$ cat src/rtl/alu_pkg.sv
// Shared types and the combinational ALU kernel for the pipelined integer unit.
// The kernel works at a fixed maximum width; the caller passes its real width.
package alu_pkg;

  localparam int ALU_OP_W  = 3;
  localparam int ALU_MAX_W = 64;
  localparam int ALU_IDX_W = $clog2(ALU_MAX_W);

  typedef enum logic [ALU_OP_W-1:0] {
    ALU_ADD = 3'b000,
    ALU_SUB = 3'b001,
    ALU_AND = 3'b010,
    ALU_OR  = 3'b011,
    ALU_XOR = 3'b100,
    ALU_SLT = 3'b101
  } alu_op_e;

  typedef struct packed {
    logic [ALU_MAX_W-1:0] result;
    logic                 ovf;
  } alu_res_t;

  // Operands must arrive zero-extended from 'width' bits; results are masked back to 'width'.
  function automatic alu_res_t alu_compute(input alu_op_e              op,
                                           input logic [ALU_MAX_W-1:0] a,
                                           input logic [ALU_MAX_W-1:0] b,
                                           input int unsigned          width);
    logic [ALU_MAX_W-1:0] mask;
    logic [ALU_MAX_W-1:0] sum;
    logic [ALU_MAX_W-1:0] diff;
    logic [ALU_IDX_W-1:0] msb;
    logic                 sa;
    logic                 sb;
    alu_res_t             r;
    mask = (width >= ALU_MAX_W) ? '1 : ((ALU_MAX_W'(1) << width) - ALU_MAX_W'(1));
    msb  = ALU_IDX_W'(width - 1);
    sum  = (a + b) & mask;
    diff = (a - b) & mask;
    sa   = a[msb];
    sb   = b[msb];
    r    = '0;
    case (op)
      ALU_ADD: begin
        r.result = sum;
        r.ovf    = (sa == sb) && (sum[msb] != sa);
      end
      ALU_SUB: begin
        r.result = diff;
        r.ovf    = (sa != sb) && (diff[msb] != sa);
      end
      ALU_AND: r.result = a & b;
      ALU_OR:  r.result = a | b;
      ALU_XOR: r.result = a ^ b;
      ALU_SLT: r.result = ALU_MAX_W'((sa != sb) ? sa : (a < b));
      default: r = '0;
    endcase
    return r;
  endfunction

endpackage

$ cat src/rtl/alu_pipe_stage.sv
// One pipeline slot {valid, result, tag, ovf}; clear kills only the valid bit,
// reset zeroes everything so the outputs read 0 after reset.
module alu_pipe_stage #(
  parameter int WIDTH = 32,
  parameter int TAG_W = 4
) (
  input  logic             clk,
  input  logic             rst,
  input  logic             en_i,
  input  logic             clr_i,
  input  logic             vld_i,
  input  logic [WIDTH-1:0] res_i,
  input  logic [TAG_W-1:0] tag_i,
  input  logic             ovf_i,
  output logic             vld_o,
  output logic [WIDTH-1:0] res_o,
  output logic [TAG_W-1:0] tag_o,
  output logic             ovf_o
);

  logic             vld_q, vld_d;
  logic [WIDTH-1:0] res_q, res_d;
  logic [TAG_W-1:0] tag_q, tag_d;
  logic             ovf_q, ovf_d;

  always_comb begin
    vld_d = vld_q;
    res_d = res_q;
    tag_d = tag_q;
    ovf_d = ovf_q;
    if (clr_i) begin
      vld_d = 1'b0;
    end else if (en_i) begin
      vld_d = vld_i;
      res_d = res_i;
      tag_d = tag_i;
      ovf_d = ovf_i;
    end
  end

  always_ff @(negedge clk) begin
    if (rst) begin
      vld_q <= 1'b0;
      res_q <= '0;
      tag_q <= '0;
      ovf_q <= 1'b0;
    end else begin
      vld_q <= vld_d;
      res_q <= res_d;
      tag_q <= tag_d;
      ovf_q <= ovf_d;
    end
  end

  assign vld_o = vld_q;
  assign res_o = res_q;
  assign tag_o = tag_q;
  assign ovf_o = ovf_q;

endmodule

$ cat src/rtl/pipe_alu_unit.sv
// Fully pipelined integer ALU: compute at entry, then LATENCY-deep shift chain
// with a single global stall, flush, and tag pass-through to the CDB.
module pipe_alu_unit
  import alu_pkg::*;
#(
  parameter int WIDTH   = 32,
  parameter int LATENCY = 4,
  parameter int TAG_W   = 4
) (
  input  logic                clk,
  input  logic                rst,
  input  logic                in_valid,
  output logic                in_ready,
  input  logic [ALU_OP_W-1:0] in_op,
  input  logic [WIDTH-1:0]    in_a,
  input  logic [WIDTH-1:0]    in_b,
  input  logic [TAG_W-1:0]    in_tag,
  input  logic                flush,
  output logic                out_valid,
  input  logic                out_ready,
  output logic [WIDTH-1:0]    out_result,
  output logic [TAG_W-1:0]    out_tag,
  output logic                out_ovf,
  output logic                busy
);

  logic [LATENCY-1:0]            vld_q;
  logic [LATENCY-1:0][WIDTH-1:0] res_q;
  logic [LATENCY-1:0][TAG_W-1:0] tag_q;
  logic [LATENCY-1:0]            ovf_q;

  logic     stall;
  logic     advance;
  logic     accept;
  alu_res_t alu_p0;
  logic [WIDTH-1:0] res_p0;
  logic     ovf_p0;

  // Stall is a plain global enable: bubbles are held, never squeezed out.
  assign stall    = vld_q[LATENCY-1] && !out_ready;
  assign advance  = !stall;
  assign in_ready = !stall;
  assign accept   = in_valid && in_ready;

  // Stage 0 boundary: result computed from the issue bus as it is accepted.
  always_comb begin
    alu_p0 = alu_compute(alu_op_e'(in_op), ALU_MAX_W'(in_a), ALU_MAX_W'(in_b), WIDTH);
    res_p0 = WIDTH'(alu_p0.result);
    ovf_p0 = alu_p0.ovf;
  end

  for (genvar i = 0; i < LATENCY; i++) begin : g_stage
    logic             vld_in;
    logic [WIDTH-1:0] res_in;
    logic [TAG_W-1:0] tag_in;
    logic             ovf_in;

    if (i == 0) begin : g_head
      assign vld_in = accept;
      assign res_in = res_p0;
      assign tag_in = in_tag;
      assign ovf_in = ovf_p0;
    end else begin : g_tail
      assign vld_in = vld_q[i-1];
      assign res_in = res_q[i-1];
      assign tag_in = tag_q[i-1];
      assign ovf_in = ovf_q[i-1];
    end

    alu_pipe_stage #(
      .WIDTH (WIDTH),
      .TAG_W (TAG_W)
    ) u_stage (
      .clk   (clk),
      .rst   (rst),
      .en_i  (advance),
      .clr_i (flush),
      .vld_i (vld_in),
      .res_i (res_in),
      .tag_i (tag_in),
      .ovf_i (ovf_in),
      .vld_o (vld_q[i]),
      .res_o (res_q[i]),
      .tag_o (tag_q[i]),
      .ovf_o (ovf_q[i])
    );
  end

  // Output boundary: last stage drives the CDB.
  assign out_valid  = vld_q[LATENCY-1];
  assign out_result = res_q[LATENCY-1];
  assign out_tag    = tag_q[LATENCY-1];
  assign out_ovf    = ovf_q[LATENCY-1];
  assign busy       = |vld_q;

endmodule
$ cat config.mk
export PLATFORM = sky130hd
export DESIGN_NAME = pipe_alu_unit
export DESIGN_NICKNAME = d
export VERILOG_FILES = /design/src/rtl/alu_pkg.sv /design/src/rtl/alu_pipe_stage.sv /design/src/rtl/pipe_alu_unit.sv
export SDC_FILE = /design/constraint.sdc
export NUM_CORES = 1
export LEC_CHECK = 0
export ABC_AREA = 1
export BUFFER_PORTS_ARGS = -buffer_cell sky130_fd_sc_hd__buf_2
export CAP_MARGIN = 30
export CORE_MARGIN = 3
export CORE_UTILIZATION = 30
export CTS_BUF_LIST = sky130_fd_sc_hd__clkbuf_4 sky130_fd_sc_hd__clkbuf_8
export CTS_CLUSTER_DIAMETER = 200
export CTS_CLUSTER_SIZE = 10
export DETAILED_ROUTE_END_ITERATION = 10
export GPL_TIMING_DRIVEN = 0
export HOLD_SLACK_MARGIN = 0.12
export PLACE_DENSITY = 0.54
export RECOVER_POWER = 25
export REMOVE_ABC_BUFFERS = 1
export SETUP_SLACK_MARGIN = 0.3
export SLEW_MARGIN = 20
export SYNTH_ARGS = -nofsm -noshare
export SYNTH_HDL_FRONTEND = slang
export SYNTH_SLANG_ARGS = --single-unit
$ cat constraint.sdc
create_clock -name clk -period 2.2 [get_ports clk]
set_input_delay 0.22 -clock clk [delete_from_list [all_inputs] [get_ports clk]]
set_output_delay 0.22 -clock clk [all_outputs]
set_load 0.03 [all_outputs]
======== Yosys cells after proc, flatten, opt, wreduce, memory -nomap -nowiden ========
Cells that the tools add are included.
W data, S select, Z words.
storage, ports and cells
  register bits ........................... 152
  output and inout port bits .............. 40
operators by class
  $add $sub $neg .......................... 2
  order comparisons ....................... 1
  equal/unequal tests ..................... 9
  multiplexer cells ....................... 3
  bitwise logic cells ..................... 5
  reductions and logical operators ........ 10
operator list
  cell                  number
  $pmux W32 S6          1
  $add A32 B32 Y32      1
  $and A32 B32 Y32      1
  $lt A32 B32 Y1        1
  $or A32 B32 Y32       1
  $sub A32 B32 Y32      1
  $xor A32 B32 Y32      1
  $eq A3 B2 Y1 const B  2
  $eq A3 B3 Y1 const B  2
  $logic_and A1 B1 Y1   4
  $reduce_or A4 Y1      1
  $eq A3 B1 Y1 const B  1
  $logic_not A3 Y1      1
  $ne A1 B1 Y1          3
  $logic_not A1 Y1      2
  $not A1 Y1            2
  $pmux W1 S2           1
  $reduce_and A2 Y1     1
  $reduce_or A2 Y1      1
  $eq A1 B1 Y1          1
  $mux W1               1

======== Longest topological paths before layout ========
  word-level depth ........................ 4
  gate-level depth with buffers ........... 17
  depth with buffers taken out ............ 17

======== Cells and area by module ========
From an unflattened synthesis, not the netlist that was laid out.
second synthesis, totals
  cells, all modules ...................... 2152
  area, all modules ....................... 12692.2 µm²
by module, submodules not included
  module          instances  cells each  area an instance (µm²)  seq. area each (µm²)
  alu_pipe_stage  4          247         1639.1                  760.7
  pipe_alu_unit   1          1164        6135.9                  0.0

==> out/results.ini <==
[clock_tree]
cts_buffers=17
htreeDepth=4
cts_sinks=152
cts_tree=yes
hold_buffers=0
clkSlewWorstSetupHoldPaths_ns=0.03
clkLatencyLatePin_ns=0.50
cts_max_path_buffers=2
clock-root-buffer=clkbuf_8

[pwr]
switchingPower_mw=4.40
power_density_mw_per_mm2=528
p_seq_share_pct=29.2
vdd_drop_max_mv=0.337
p_comb_share_pct=37.8
fin_total_pwr_mw=10.7
intPower_mw=6.26
swShare_pct=41.3
power_leakage_nw=9.91
pwr-share-clk_pct=33.0

[cells_and_area]
final_common_cell=inv_1
final_cell_mix=inv_1, nand2_1, nor2_1
syn_to_final_growth_pct=72.1
seqCellArea_sq_mm=0.00309
diodes=0
nets=2526
fillers=3615
final_area_sq_mm=0.0202
layout-drive-gt1-share_pct=46.1
multi_input_area_sq_mm=0.0103

[global_route]
antenna_found_initial=0
grt_max_degree=89
track_usage_pct=23.8
grt_pass1_vias=14200
gr-total-overflow=0
grt_pass1_wl_um=77100

[synth]
synth_cells=1942
synth.cell_area_sq_mm=0.0117
synth_top_area_cell=dfxtp_1
yosysSeqAreaShare_pct=25.9
ys_top_cells_by_area=dfxtp_1, nand2_1, ha_1
synthDistinctLibCells=38
synth_top_area_share_pct=25.9
avgSynthCellArea_sq_um=6.04
ys_ff_latch=152
yosysWarnings=0

[setup_path]
critical_path_peak_fanout=7
path_cells=buf_2 > inv_2 > ha_4 > buf_4 > nor2_4 > inv_2 > o21bai_4 > nand2_2 > nand2_2 > a21oi_4 > nand3_2 > nand3_2 > nand2_1 > nand2_1 > a21oi_2
arrival_ns=1.87
reg2reg_depth=14
critical_path_class=in2reg
crit_path_end_kind=flop
cp-start-kind=input pin
crit_required_ns=1.45
crit_path_max_incr_delay_ns=0.35
critical_path.slowest_cell=ha_4

[sta]
setup_violations=188
clock_skew_ns=0.0219
finalHoldViolCount=0
tightest_slew_ns=0.451
finalWorstSetupSlack_ns=-0.423
drv_slew=0
max-slew-margin-rel_pct=69.9
setup_tns_ns=-52.86
rsz0062_at_grt=yes

[floorplanning]
fp-row-count=71
die_area_sq_mm=0.0415
die_height_um=204
start_util_pct=30.8
core-area_sq_mm=0.0381
die_w_um=204
boundaryPins=116

[detailed_routing]
via_per_inst=4.97
wl_per_cell_um=17.9
drt-pass1-iter-count=5
drt-initial-drc-count=869
ant_nets=0
drc=0
num_vias=14300
routed_wl_um=51300

[min_path]
hold_depth=2
hp-class=reg2reg

[place]
pre_cts_ws_ns=-1.56
post_dp_cell_area_sq_mm=0.0128
port-buffer-count=115
gp_congestion=0.895
dp_hpwl_um=30200

[job]
cap_violations=0

[status]
violations=negative setup slack
status=finished with violations

## routing by layer
layer | up-vias | GRT usage [%] | wire [um]
li1 | 6917 | - | -
met1 | 6854 | 30.4 | 22700
met2 | 397 | 39.5 | 24600
met3 | 93 | 5.25 | 2610
met4 | 0 | 8.80 | 1410
met5 | - | 0 | 0
## kinds of logic (layout without fill, tap and decap cells)
family	Yosys count	count (layout)	share of synthesized area [%]
and+or+nand+nor	974	976	34.2
AOI/OAI and AO/OA	319	319	14.6
DFF	152	152	25.9
buffers and inverters	385	800	13.4
xor gates and xnor gates	8	8	0.597
adders and majority gates	104	104	11.2
## worst paths after layout
kind	start	end	slack (ns)
setup / recovery	in_a[26]	g_stage[0].u_stage.res_o[31]	-0.42
hold / removal	g_stage[0].u_stage.res_o[5]	g_stage[0].u_stage.res_o[5]	0.46
setup reg to reg	g_stage[3].u_stage.vld_o	g_stage[1].u_stage.res_o[29]	0.11
hold reg to reg	g_stage[0].u_stage.res_o[5]	g_stage[0].u_stage.res_o[5]	0.46
## synth_stat cells
cell type and number:
o22ai_1 27, nand4_1 13, fa_1 2, nand2_2 10
a221oi_1 3, nand3_2 6, nand2_1 470, a221o_1 1
and3_1 4, inv_2 16, clkbuf_1 32, o21bai_1 7
buf_6 6, nor3_1 7, o31ai_1 1, a21oi_1 107
nor3_4 1, a22oi_1 2, a211oi_1 1, xor2_1 8
and2_1 2, ha_1 102, clkbuf_2 2, o21a_1 1
buf_4 12, a21boi_0 1, o21ai_1 8, dfxtp_1 152
nor3_2 5, nand3_1 109, o221ai_1 5, buf_2 32
nor2_2 12, nor2_1 332, inv_1 285, a21oi_2 5
nor2_4 3, o21ai_0 150
## flip-flops by register name, summed over array words and instances (netlist names)
| signal | cells |
|---|---|
| g_stage.u_stage.ovf_o | 4 |
| g_stage.u_stage.res_o | 128 |
| g_stage.u_stage.tag_o | 16 |
| g_stage.u_stage.vld_o | 4 |
## critical path: cells and delay by family
kind | cells | cell delay (ns)
simple gates | 7 | 0.52
buf+inv | 4 | 0.42
fa+ha+maj | 1 | 0.35
compound gates | 3 | 0.35
## power by group through the flow
stage | sequential [mW] | combinational [mW] | clock (mW)
final | 3.12 | 4.03 | 3.52
after global routing | 3.13 | 4.31 | 4.01
after floorplan | 3.14 | 1.41 | 0.420
after CTS | 3.10 | 3.53 | 3.65
after detailed placement | 3.07 | 2.22 | 0.420
after global placement | 3.06 | 2.19 | 0.420
## metrics by stage
stage,cells,hold WS (ns),util [%]
after floorplan,1858,0.440,-
after global placement,2484,0.452,32.8
after detailed placement,2494,0.455,33.5
after CTS,2821,0.457,49.1
after global routing,2870,0.479,53.0
final,2870,0.461,53.0
## area by class of cell
cell class / count / share of cell area [%]
clock buffers: 17 / 1.16
clock inverters: 167 / 3.81
multi-input cells: 1407 / 51.2
well taps: 511 / 3.17
repair buffers: 309 / 18.5
inverters: 300 / 6.27
flip-flops and latches: 152 / 15.3
repair inverters: 7 / 0.564
## timing repair
action	4_1_cts	5_1_grt
gates cloned	35	0
setup buffers	109	49
pin swaps	197	132
setup endpoints to repair	192	188
gates resized for setup	997	344
Note: power is estimated with default switching activity, not from simulation.
